`config.mk`:
```
export PLATFORM = sky130hd
export DESIGN_NAME = d_stall_ctrl
export DESIGN_NICKNAME = d
export VERILOG_FILES = /design/src/rtl/d_stall_ctrl_pkg.sv /design/src/rtl/d_stall_ctrl_md_busy_ctr.sv /design/src/rtl/d_stall_ctrl.sv
export SDC_FILE = /design/constraint.sdc
export NUM_CORES = 1
export LEC_CHECK = 0
export BUFFER_PORTS_ARGS = -buffer_cell sky130_fd_sc_hd__buf_2
export CAP_MARGIN = 20
export CORE_ASPECT_RATIO = 1.4
export CORE_MARGIN = 2
export CORE_UTILIZATION = 51
export CTS_CLUSTER_DIAMETER = 30
export DETAILED_ROUTE_END_ITERATION = 6
export HOLD_SLACK_MARGIN = 0.12
export PLACE_DENSITY = 0.8
export SLEW_MARGIN = 40
export SYNTH_ARGS = -nofsm -noshare
export SYNTH_HDL_FRONTEND = slang
export SYNTH_SLANG_ARGS = --single-unit
export TNS_END_PERCENT = 5
```
`constraint.sdc`:
```
create_clock -name clk -period 2 [get_ports clk]
set_input_delay 0.3 -clock clk [delete_from_list [all_inputs] [get_ports clk]]
set_output_delay 0.3 -clock clk [all_outputs]
set_load 0.005 [all_outputs]
```
`src/rtl/d_stall_ctrl_pkg.sv`:
```
// -----------------------------------------------------------------------------
// d_stall_ctrl_pkg
// Shared constants and types for the decode-stage stall/forward controller.
//   TUSE_NONE          : d_tuse_* value meaning "operand not read".
//   fwd_sel_e          : comparator source select (GRF / from E / from M).
//   MD_MULT_CYC/DIV_CYC: multiply/divide occupancy after the issue cycle.
//   stage_t            : shadow of one pipeline stage (dest reg, tnew).
//   tnew_dec()         : saturating decrement of tnew when moving E -> M.
// -----------------------------------------------------------------------------
package d_stall_ctrl_pkg;

    localparam logic [1:0] TUSE_NONE   = 2'd3;
    localparam logic [3:0] MD_MULT_CYC = 4'd5;
    localparam logic [3:0] MD_DIV_CYC  = 4'd10;

    typedef enum logic [1:0] {
        FWD_GRF = 2'd0,
        FWD_E   = 2'd1,
        FWD_M   = 2'd2
    } fwd_sel_e;

    typedef struct packed {
        logic [4:0] wa;
        logic [1:0] tnew;
    } stage_t;

    // A result one stage further down is one cycle closer to being ready;
    // once ready it stays ready (never wraps back to 3).
    function automatic logic [1:0] tnew_dec(input logic [1:0] t);
        return (t == 2'd0) ? 2'd0 : t - 2'd1;
    endfunction

endpackage

```
`src/rtl/d_stall_ctrl_md_busy_ctr.sv`:
```
// -----------------------------------------------------------------------------
// md_busy_ctr
// Tracks occupancy of the multiply/divide unit.
//   clk   in  : clock, rising edge
//   reset in  : asynchronous active-low reset, abandons any running operation
//   start in  : mult/div issues from E this cycle
//   div   in  : qualifies start, 1 = divide, 0 = multiply
//   busy  out : unit occupied (counter running, or an issue this cycle)
// A new start while the counter is running restarts it with the new latency.
// -----------------------------------------------------------------------------
module md_busy_ctr
    import d_stall_ctrl_pkg::*;
(
    input  logic clk,
    input  logic reset,
    input  logic start,
    input  logic div,
    output logic busy
);

    logic [3:0] cnt_q;
    logic [3:0] cnt_d;

    always_comb begin
        cnt_d = cnt_q;
        if (start) begin
            cnt_d = div ? MD_DIV_CYC : MD_MULT_CYC;
        end else if (cnt_q != 4'd0) begin
            cnt_d = cnt_q - 4'd1;
        end
    end

    always_ff @(posedge clk or negedge reset) begin
        if (!reset) begin
            cnt_q <= 4'd0;
        end else begin
            cnt_q <= cnt_d;
        end
    end

    // The issue cycle itself already counts as busy so a dependent
    // instruction in D stalls with zero latency.
    assign busy = (cnt_q != 4'd0) | start;

endmodule

```
`src/rtl/d_stall_ctrl.sv`:
```
// -----------------------------------------------------------------------------
// d_stall_ctrl
// Decode-stage hazard detection and branch-comparator forwarding control using
// Tuse/Tnew bookkeeping on shadow copies of the E and M stages.
//   clk        in   : clock, rising edge
//   reset      in   : asynchronous active-low reset
//   d_rs/d_rt  in 5 : D-stage source registers (comparator srcA/srcB)
//   d_tuse_rs/rt in 2: cycles until operand needed (3 = not used)
//   d_wa       in 5 : D-stage destination register
//   d_tnew     in 2 : cycles after entering E until result forwardable
//   d_md       in   : D instruction uses the mult/div unit
//   e_md_start in   : mult/div issues from E this cycle
//   e_md_div   in   : qualifies e_md_start, 1 = div
//   stall      out  : freeze PC/F/D and bubble E (combinational)
//   fwd_cmp_a/b out 2: comparator source select (0 GRF, 1 E, 2 M)
//   md_busy    out  : mult/div unit occupied
//   stall_cnt  out 32: stall cycle count, present only with STALL_CNT_EN
// Optional feature macro: STALL_CNT_EN.
// -----------------------------------------------------------------------------
module d_stall_ctrl
    import d_stall_ctrl_pkg::*;
(
    input  logic        clk,
    input  logic        reset,
    input  logic [4:0]  d_rs,
    input  logic [4:0]  d_rt,
    input  logic [1:0]  d_tuse_rs,
    input  logic [1:0]  d_tuse_rt,
    input  logic [4:0]  d_wa,
    input  logic [1:0]  d_tnew,
    input  logic        d_md,
    input  logic        e_md_start,
    input  logic        e_md_div,
    output logic        stall,
    output logic [1:0]  fwd_cmp_a,
    output logic [1:0]  fwd_cmp_b,
    output logic        md_busy
`ifdef STALL_CNT_EN
    ,
    output logic [31:0] stall_cnt
`endif
);

    stage_t e_q, e_d;
    stage_t m_q, m_d;

    logic [4:0] src  [2];
    logic [1:0] tuse [2];
    logic [1:0] haz;
    fwd_sel_e   fwd_sel [2];

    assign src[0]  = d_rs;
    assign src[1]  = d_rt;
    assign tuse[0] = d_tuse_rs;
    assign tuse[1] = d_tuse_rt;

    md_busy_ctr u_md_busy_ctr (
        .clk   (clk),
        .reset (reset),
        .start (e_md_start),
        .div   (e_md_div),
        .busy  (md_busy)
    );

    // Per-operand hazard and forwarding. Register 0 never matches, so a
    // producer writing $0 is invisible. Everything is derived from shadow
    // state, so the selects stay valid while D is frozen.
    genvar gi;
    generate
        for (gi = 0; gi < 2; gi++) begin : g_operand
            logic e_hit;
            logic m_hit;

            assign e_hit = (src[gi] != 5'd0) && (e_q.wa == src[gi]);
            assign m_hit = (src[gi] != 5'd0) && (m_q.wa == src[gi]);

            assign haz[gi] = (tuse[gi] != TUSE_NONE) &&
                             ((e_hit && (e_q.tnew > tuse[gi])) ||
                              (m_hit && (m_q.tnew > tuse[gi])));

            // E is the younger producer, so it wins over M.
            assign fwd_sel[gi] = (e_hit && (e_q.tnew == 2'd0)) ? FWD_E :
                                 (m_hit && (m_q.tnew == 2'd0)) ? FWD_M :
                                                                 FWD_GRF;
        end
    endgenerate

    assign stall     = (|haz) | (d_md & md_busy);
    assign fwd_cmp_a = fwd_sel[0];
    assign fwd_cmp_b = fwd_sel[1];

    always_comb begin
        e_d = stall ? '0 : stage_t'{wa: d_wa, tnew: d_tnew};
        m_d = stage_t'{wa: e_q.wa, tnew: tnew_dec(e_q.tnew)};
    end

    always_ff @(posedge clk or negedge reset) begin
        if (!reset) begin
            e_q <= '0;
            m_q <= '0;
        end else begin
            e_q <= e_d;
            m_q <= m_d;
        end
    end

`ifdef STALL_CNT_EN
    logic [31:0] stall_cnt_q;
    logic [31:0] stall_cnt_d;

    // Free-running; wraps naturally at 2^32.
    assign stall_cnt_d = stall_cnt_q + {31'd0, stall};

    always_ff @(posedge clk or negedge reset) begin
        if (!reset) begin
            stall_cnt_q <= 32'd0;
        end else begin
            stall_cnt_q <= stall_cnt_d;
        end
    end

    assign stall_cnt = stall_cnt_q;
`endif

endmodule

```
Word-level counts from Yosys, hierarchy flattened --
Index checks and enable logic that the tools add are counted.
Operators by class: order comparisons 4, eq/ne operators 6, $add $sub $neg 2, bitwise operators 3, reductions and logical operators 23, mux-type cells 9
Operator list (number):
- $eq 5x5->1 | 4
- $logic_and 1x1->1 | 14
- $mux 4 | 3
- $mux 2 | 5
- $reduce_bool 5->1 | 2
- $gt 2x2->1 | 4
- $mux 7 | 1
- $logic_not 2->1 | 2
- $ne 2x2->1 const B | 2
- $reduce_bool 4->1 | 1
- $sub 4x1->4 const B | 1
- $logic_or 1x1->1 | 2
- $or 1x1->1 | 2
- $reduce_bool 2->1 | 1
- $reduce_or 2->1 | 1
- $sub 2x1->2 const B | 1
- $and 1x1->1 | 1
Storage, ports and cells: flip-flop bits (word level) 18, word-level logic and storage cells 52

Longest topological paths before layout --
Gate-level depths: netlist (run 1).
depth in word-level cells 8, depth in mapped cells 7, gate-level depth less buffers 7

Cells and area by module --
From an unflattened synthesis (run 1), not the netlist that was laid out.
Unflattened totals: cells, all modules 119, area, all modules 1206.2 µm²
By module, submodules not included:
- d_stall_ctrl | area an instance 964.7 µm², cells an instance 97, instances 1
- md_busy_ctr | area an instance 241.5 µm², cells an instance 22, instances 1

Worst setup path before layout (run 1) --
No wires, ideal clock.
kind flip-flop to output port, from register u_md_busy_ctr.cnt_q[0], to output stall, path buffers 1, data required time 1.700 ns, cell stages (with the launch flop) 8, setup slack 0.066 ns, arrival time 1.634 ns, cell sequence dfrtp_1 inv_1 ha_1 or4b_4 buf_6 a32oi_2 o21ai_2 nand3b_1
Between the ends: word-level cells in the longest chain between the ends 4
RTL lines:
- from (decl) | line d_stall_ctrl_md_busy_ctr.sv:21 | logic [3:0] cnt_q;
- from (signal assigned) | line d_stall_ctrl_md_busy_ctr.sv:37 | cnt_q <= cnt_d;
- $reduce_bool 4->1 | line d_stall_ctrl_md_busy_ctr.sv:43 | assign busy = (cnt_q != 4'd0) | start;
- $or 1x1->1 | line d_stall_ctrl_md_busy_ctr.sv:43
- named net md_busy | line d_stall_ctrl.sv:37 | output logic md_busy
- $and 1x1->1 | line d_stall_ctrl.sv:88 | assign stall = (|haz) | (d_md & md_busy);
- $or 1x1->1 | line d_stall_ctrl.sv:88
- to (decl) | line d_stall_ctrl.sv:34 | output logic stall,
The timed path passes the listed nets, and every way through them passes these cells.

Worst setup path in the final report (run 1) --
from register u_md_busy_ctr.cnt_q[0], to output stall
Between the ends: word-level cells in the longest chain between the ends 4
RTL lines (line):
- $reduce_bool 4->1 | d_stall_ctrl_md_busy_ctr.sv:43
- $or 1x1->1 | d_stall_ctrl_md_busy_ctr.sv:43
- $and 1x1->1 | d_stall_ctrl.sv:88
- $or 1x1->1 | d_stall_ctrl.sv:88
No other way between the ends.

==> summary.txt, run 1 <==
Outcome
  • Outcome: complete, but fails checks
  • Failing checks: setup timing

Cells and area
  • Share of cells above drive strength 1: 0.363
  • Synth-to-layout area growth: 29.3%
  • Antenna diodes: 0
  • Most frequent cells in the layout: 31 x buf_2, 18 x xor2_1, 18 x dfrtp_1
  • Fillers: 174
  • Final Instance Area: 1540 sq um
  • Nets: 209
  • Leading cell type in the layout, fill and taps excluded: buf_2

Clock network
  • Worst-Skew Late Latency: 0.29 ns
  • Reg clk slew, reported paths: 0.09 ns
  • CTS max path bufs: 2
  • CTS tree: yes
  • Root cell of the clock tree: clkbuf_4
  • CTS Buf Count: 3
  • # clock sinks: 18
  • H-tree Lvls: 1

Placement
  • Port Buffers: 31
  • Detailed placement HPWL: 2250 um
  • Routability cong.: 0.805
  • Cell Area, Placed: 1400 sq um

STA
  • RSZ-0062 raised after global routing: true
  • Slew @ Worst Pin: 0.533 ns
  • Clk_skew: 0.00258 ns
  • # setup viols final: 1
  • Max-slew violation count: 0
  • Period Utilization, post-route: 1.13
  • Fin. Hold Viols: 0
  • Final WS setup: -0.252 ns
  • F_max: 444 MHz
  • Fin crit period: 2.25 ns
  • Setup TNS: -0.252 ns
  • Slew margin rel.: 0.641

Synth
  • Syn_nets: 158
  • Synth warn: 0
  • Ys async rst share: 1.00
  • Number of synthesized register bits: 18
  • Syn Inst Count: 122
  • Dominant synthesized flop cell: dfrtp_1
  • Mapped Area: 1190 sq um
  • Number of synthesized flops with an enable pin: 0
  • Synth cell types: 28
  • Register area share after synthesis: 0.379
  • Mean area per synthesized cell: 9.75 sq um

Worst setup path
  • CP endpoint kind: output pin
  • CP Launch Type: flip-flop
  • Crit Reg-Reg Startpoint: e_q[0]$_DFF_PN0_
  • Slowest cell on crit path: or4b_4
  • Critical path class: reg -> out
  • Worst r2r path cells: 7
  • Top delay family on crit path: simple AND/OR/NAND/NOR gates
  • Crit path max fanout: 2
  • CP arrival: 1.95 ns
  • CP required: 1.70 ns
  • Worst path cell trace: inv_2 > ha_4 > or4b_4 > a32oi_2 > o21ai_2 > nand3b_1 > buf_2
  • Worst stage delay on the critical path: 0.47 ns
  • Reg2Reg Setup Slack: 0.17 ns
  • R2R Path End: e_q[1]$_DFF_PN0_
  • WP buf/inv: 2

Drt
  • Routed Antenna Nets: 0
  • Vias: 1092
  • Total Wirelength: 3030 um
  • DRT Pass-1 Iters: 5
  • WL/cell: 15.7 um
  • Remaining DRCs: 0
  • Via density: 5.66
  • Initial DRC count: 20

Die
  • Die W: 44.8 um
  • Top Ports: 32
  • Die Height: 61.2 um
  • Die area: 2740 sq um
  • Placement Rows: 20
  • Core Region: 2200 sq um
  • Initial cell density of the core: 0.540

Pwr
  • Final Power: 0.000961 W
  • Maximum VDD drop: 0.461 mV
  • Pleak: 0.795 nW
  • Cell area power density: 624 nW/um^2

Min path
  • Worst Hold Path Cells: 2
  • Worst hold start: e_md_div
  • Hold EP: u_md_busy_ctr.cnt_q[2]$_DFFE_PN0N_
  • Worst hold path class: in -> reg

Global route
  • First-pass GRT wire length: 4860 um
  • GR Overflow Total: 0
  • Pin count of the biggest net entering global routing: 19
  • GR Util All Layers: 0.242
  • Vias in the first global route: 1147
  • Initial antenna violation count: 0

Run
  • MaxCap Viol Count: 0
==> layout make-up <==
cell class	instances	area [sq um]	area share
multi-input cells	91	716	0.465
flip-flops and latches	18	450	0.293
repair buffers	47	278	0.180
inverters	12	45.0	0.0293
well taps	22	27.5	0.0179
clock buffers	3	22.5	0.0146
==> worst reg2reg max path, cell delays in order, from the launching register on <==
cell and delay [ns]:
dfrtp_1 0.45, inv_1 0.11, ha_1 0.29, a222oi_1 0.36, nand3_1 0.19, buf_4 0.20
nand3_1 0.08, nor2_1 0.04
==> synthesized netlist by cell type (3+ instances only) <==
cell / count / share of area
nand2_1: 3 / 0.0095
a222oi_1: 3 / 0.025
ha_1: 10 / 0.11
a21oi_1: 5 / 0.021
nand2b_1: 3 / 0.016
a211oi_1: 4 / 0.025
nor2_1: 10 / 0.032
xnor2_1: 3 / 0.022
nor3_1: 5 / 0.021
xor2_1: 18 / 0.13
inv_1: 12 / 0.038
dfrtp_1: 18 / 0.38
nor4_1: 4 / 0.021
nand3_1: 9 / 0.038
==> sequential cells by signal, summed over array words and instances, names as in the netlist <==
name                 count
u_md_busy_ctr.cnt_q      4
m_q                      7
e_q                      7
==> repair_timing <==
item,in CTS,in global routing
pin swaps,2,3
endpoints found under the hold margin,18,0
gates resized for setup,7,1
setup buffers,5,5
setup endpoints to repair,4,6
hold buffers,1,0
==> power by group <==
part,switching (W),internal (W)
Sequential,0.0000417,0.000403
Combinational,0.000159,0.000186
Clock,0.000101,0.0000700
Total,0.000303,0.000658
==> metal layers <==
layer / part of all wire / routed length [um] / up-vias / GRT usage
met1: 0.43 / 1290 / 527 / 0.294
met5: 0 / 0 / - / 0
li1: - / - / 529 / -
met3: 0.032 / 97 / 5 / 0.0176
met4: 0.015 / 44 / 0 / 0.0966
met2: 0.53 / 1590 / 31 / 0.439
==> worst max-delay path by stage <==
| stage | start | endpoint | slack [ns] | cells past startpoint |
|---|---|---|---|---|
| CTS | u_md_busy_ctr.cnt_q[1]$_DFFE_PN0N_ | stall | -0.26 | 7 |
| floorplan | u_md_busy_ctr.cnt_q[0]$_DFFE_PN0N_ | stall | 0.07 | 7 |
| detailed placement | u_md_busy_ctr.cnt_q[0]$_DFFE_PN0N_ | stall | 0.005 | 7 |
| global placement | u_md_busy_ctr.cnt_q[0]$_DFFE_PN0N_ | stall | 0.06 | 7 |
| global route | u_md_busy_ctr.cnt_q[0]$_DFFE_PN0N_ | stall | -0.37 | 7 |
| finish | u_md_busy_ctr.cnt_q[0]$_DFFE_PN0N_ | stall | -0.25 | 7 |
==> stage by stage <==
step	worst slack [ns]	util	hold slack (ns)	std cells
4_1_cts	-0.260	0.680	0.212	188
5_1_grt	-0.367	0.699	0.227	193
3_5_place_dp	0.00472	0.635	0.247	179
6_report	-0.252	0.699	0.224	193
3_3_place_gp	0.0608	0.635	0.240	179
2_1_floorplan	0.0663	-	0.00441	122
==> cells by family after synthesis <==
logic type      count (synthesis)  share of synthesized area
compound gates                 17                      0.111
xor+xnor                       21                      0.155
fa+ha+maj                      10                      0.105
buf+inv                        13                     0.0473
flops                          18                      0.379
mux                             2                     0.0189
simple gates                   41                      0.184
Note: power is estimated with default switching activity, not from simulation.
==> run 2, diff against run 1 <==
--- a/config.mk
+++ b/config.mk
@@ -13,6 +13,7 @@
 export CTS_CLUSTER_DIAMETER = 30
 export DETAILED_ROUTE_END_ITERATION = 6
 export HOLD_SLACK_MARGIN = 0.12
+export MAX_ROUTING_LAYER = met4
 export PLACE_DENSITY = 0.8
 export SLEW_MARGIN = 40
 export SYNTH_ARGS = -nofsm -noshare
==> summary.txt, run 2 (synthesis results as in run 1) <==
Drt
  • Via density: 5.65 (about the same)
  • Total Wirelength: 3040 um (+0.63%)
  • DRT Pass-1 Iters: 4 (-1)
  • Initial DRC count: 29 (+45%)
  • Routed Antenna Nets: 0 (unchanged)
  • Remaining DRCs: 0 (unchanged)
  • WL/cell: 15.8 um (+0.63%)
  • Vias: 1091 (-0.092%)

Placement
  • Worst slack, placed: 0.00472 ns (unchanged)
  • Port Buffers: 31 (unchanged)
  • Placed Cells: 179 (unchanged)
  • Routability cong.: 0.817 (+1.5%)
  • Detailed placement HPWL: 2250 um (unchanged)

Clock network
  • # clock sinks: 18 (unchanged)
  • H-tree Lvls: 1 (unchanged)
  • Reg clk slew, reported paths: 0.09 ns (about the same)
  • CTS Buf Count: 3 (unchanged)
  • Root cell of the clock tree: clkbuf_4
  • CTS max path bufs: 2 (unchanged)
  • CTS tree: yes
  • Worst-Skew Late Latency: 0.28 ns (about the same)

Cells and area
  • Fillers: 174 (unchanged)
  • Storage cell area: 450 sq um (unchanged)
  • Largest regs: e_q x7, m_q x7, u_md_busy_ctr.cnt_q x4
  • Synth-to-layout area growth: 29.3% (unchanged)
  • Nets: 209 (unchanged)
  • Finished Layout Cells: 193 (unchanged)
  • Antenna diodes: 0 (unchanged)
  • Post-route core utilization: 0.699 (unchanged)
  • Leading cell type in the layout, fill and taps excluded: buf_2
  • Share of cells above drive strength 1: 0.363 (unchanged)
  • Multi-input gate area: 716 sq um (unchanged)
  • Most frequent cells in the layout: 31 x buf_2, 18 x xor2_1, 18 x dfrtp_1

STA
  • # setup viols final: 1 (unchanged)
  • Period Utilization, post-route: 1.12 (-0.00150)
  • Fin crit period: 2.25 ns (-0.00300 ns)
  • Fin. Hold Viols: 0 (unchanged)
  • Slew margin rel.: 0.642 (+0.000714)
  • Max-slew violation count: 0 (unchanged)
  • RSZ-0062 raised after global routing: true
  • Slew @ Worst Pin: 0.532 ns (-0.00106 ns)
  • Clk_skew: 0.00237 ns (-0.000207 ns)
  • F_max: 445 MHz (+0.13%)
  • Final WS setup: -0.249 ns (+0.00300 ns)

Worst setup path
  • CP Launch Type: flip-flop
  • Worst path cell trace: inv_2 > ha_4 > or4b_4 > a32oi_2 > o21ai_2 > nand3b_1 > buf_2
  • Crit Reg-Reg Startpoint: e_q[0]$_DFF_PN0_
  • Worst stage delay on the critical path: 0.47 ns (about the same)
  • Crit path max fanout: 2 (unchanged)
  • Slowest cell on crit path: or4b_4
  • Critical path class: reg -> out
  • CP endpoint kind: output pin
  • Reg2Reg Setup Slack: 0.18 ns (about the same)
  • CP required: 1.70 ns (about the same)
  • CP arrival: 1.95 ns (about the same)
  • CP Launch Point: u_md_busy_ctr.cnt_q[0]$_DFFE_PN0N_

Die
  • Core Region: 2200 sq um (unchanged)
  • Initial cell density of the core: 0.540 (unchanged)
  • Die Height: 61.2 um (unchanged)
  • Top Ports: 32 (unchanged)
  • Placement Rows: 20 (unchanged)
  • Die W: 44.8 um (unchanged)
  • Die area: 2740 sq um (unchanged)

Outcome
  • Failing checks: setup timing
  • Outcome: complete, but fails checks

Pwr
  • Pleak: 0.795 nW (unchanged)
  • Cell area power density: 623 nW/um^2 (-0.25%)
  • Final Power: 0.000959 W (-0.25%)
  • Maximum VDD drop: 0.461 mV (-0.12%)

Global route
  • Pin count of the biggest net entering global routing: 19 (unchanged)
  • First-pass GRT wire length: 4870 um (+0.14%)
  • GR Overflow Total: 0 (unchanged)
  • Initial antenna violation count: 0 (unchanged)
  • Vias in the first global route: 1149 (+0.17%)
  • GR Util All Layers: 0.251 (+0.00883)

Min path
  • Worst hold path class: in -> reg
  • Worst hold start: e_md_div

Run
  • MaxCap Viol Count: 0 (unchanged)
==> run 2: metal layers <==
layer | global-route usage | up-vias | routed length [um] | share of wire
met5 | - | - | 0 | 0
met4 | 0.0966 | 0 | 16 | 0.0053
met3 | 0.0264 | 2 | 91 | 0.030
met2 | 0.439 | 28 | 1630 | 0.54
met1 | 0.292 | 528 | 1310 | 0.43
li1 | - | 533 | - | -
==> run 2: cell type report <==
type / instances / area share
inverter: 12 / 0.0293
multi-input combinational: 91 / 0.465
clock buffer: 3 / 0.0146
tap: 22 / 0.0179
timing repair buffer: 47 / 0.180
sequential: 18 / 0.293
==> run 2: worst max-delay path, delay by kind of cell (launching register included) <==
| family | cells | cell delay (ns) |
|---|---|---|
| AOI/OAI and AO/OA | 2 | 0.30 |
| DFF | 1 | 0.40 |
| and+or+nand+nor | 2 | 0.62 |
| adders and majority gates | 1 | 0.13 |
| buffers and inverters | 2 | 0.22 |
==> run 2: worst paths after layout <==
path	cells after the start	endpoint
worst max-delay path	7	stall
max in group asynchronous	2	m_q[3]$_DFF_PN0_
worst min-delay path	2	u_md_busy_ctr.cnt_q[2]$_DFFE_PN0N_
worst max register to register	7	e_q[4]$_DFF_PN0_
min in group asynchronous	2	m_q[0]$_DFF_PN0_
worst min register to register	0	m_q[3]$_DFF_PN0_
==> run 2: report_power, final <==
| group | total [W] | switching, W | internal [W] |
|---|---|---|---|
| clock | 0.000169 | 0.0000989 | 0.0000699 |
| sequential | 0.000444 | 0.0000416 | 0.000403 |
| combinational | 0.000345 | 0.000160 | 0.000186 |
| total | 0.000959 | 0.000300 | 0.000658 |
==> run 2: metrics by stage <==
| step | setup TNS, ns | hold WS, ns | cell area (sq um) |
|---|---|---|---|
| after floorplan | 0 | 0.00441 | 1190 |
| after global placement | 0 | 0.240 | 1400 |
| after detailed placement | 0 | 0.247 | 1400 |
| after CTS | -0.260 | 0.212 | 1500 |
| after global routing | -0.570 | 0.221 | 1540 |
| final | -0.249 | 0.229 | 1540 |
==> run 2: timing repair <==
| item | 4_1_cts | 5_1_grt |
|---|---|---|
| buffers inserted | 5 | 5 |
| hold buffers | 1 | 0 |
| cloned | 0 | 0 |
| pin swaps | 2 | 3 |
| setup endpoints to repair | 4 | 6 |
| resized for setup | 7 | 1 |
| hold endpoints to repair | 18 | 0 |
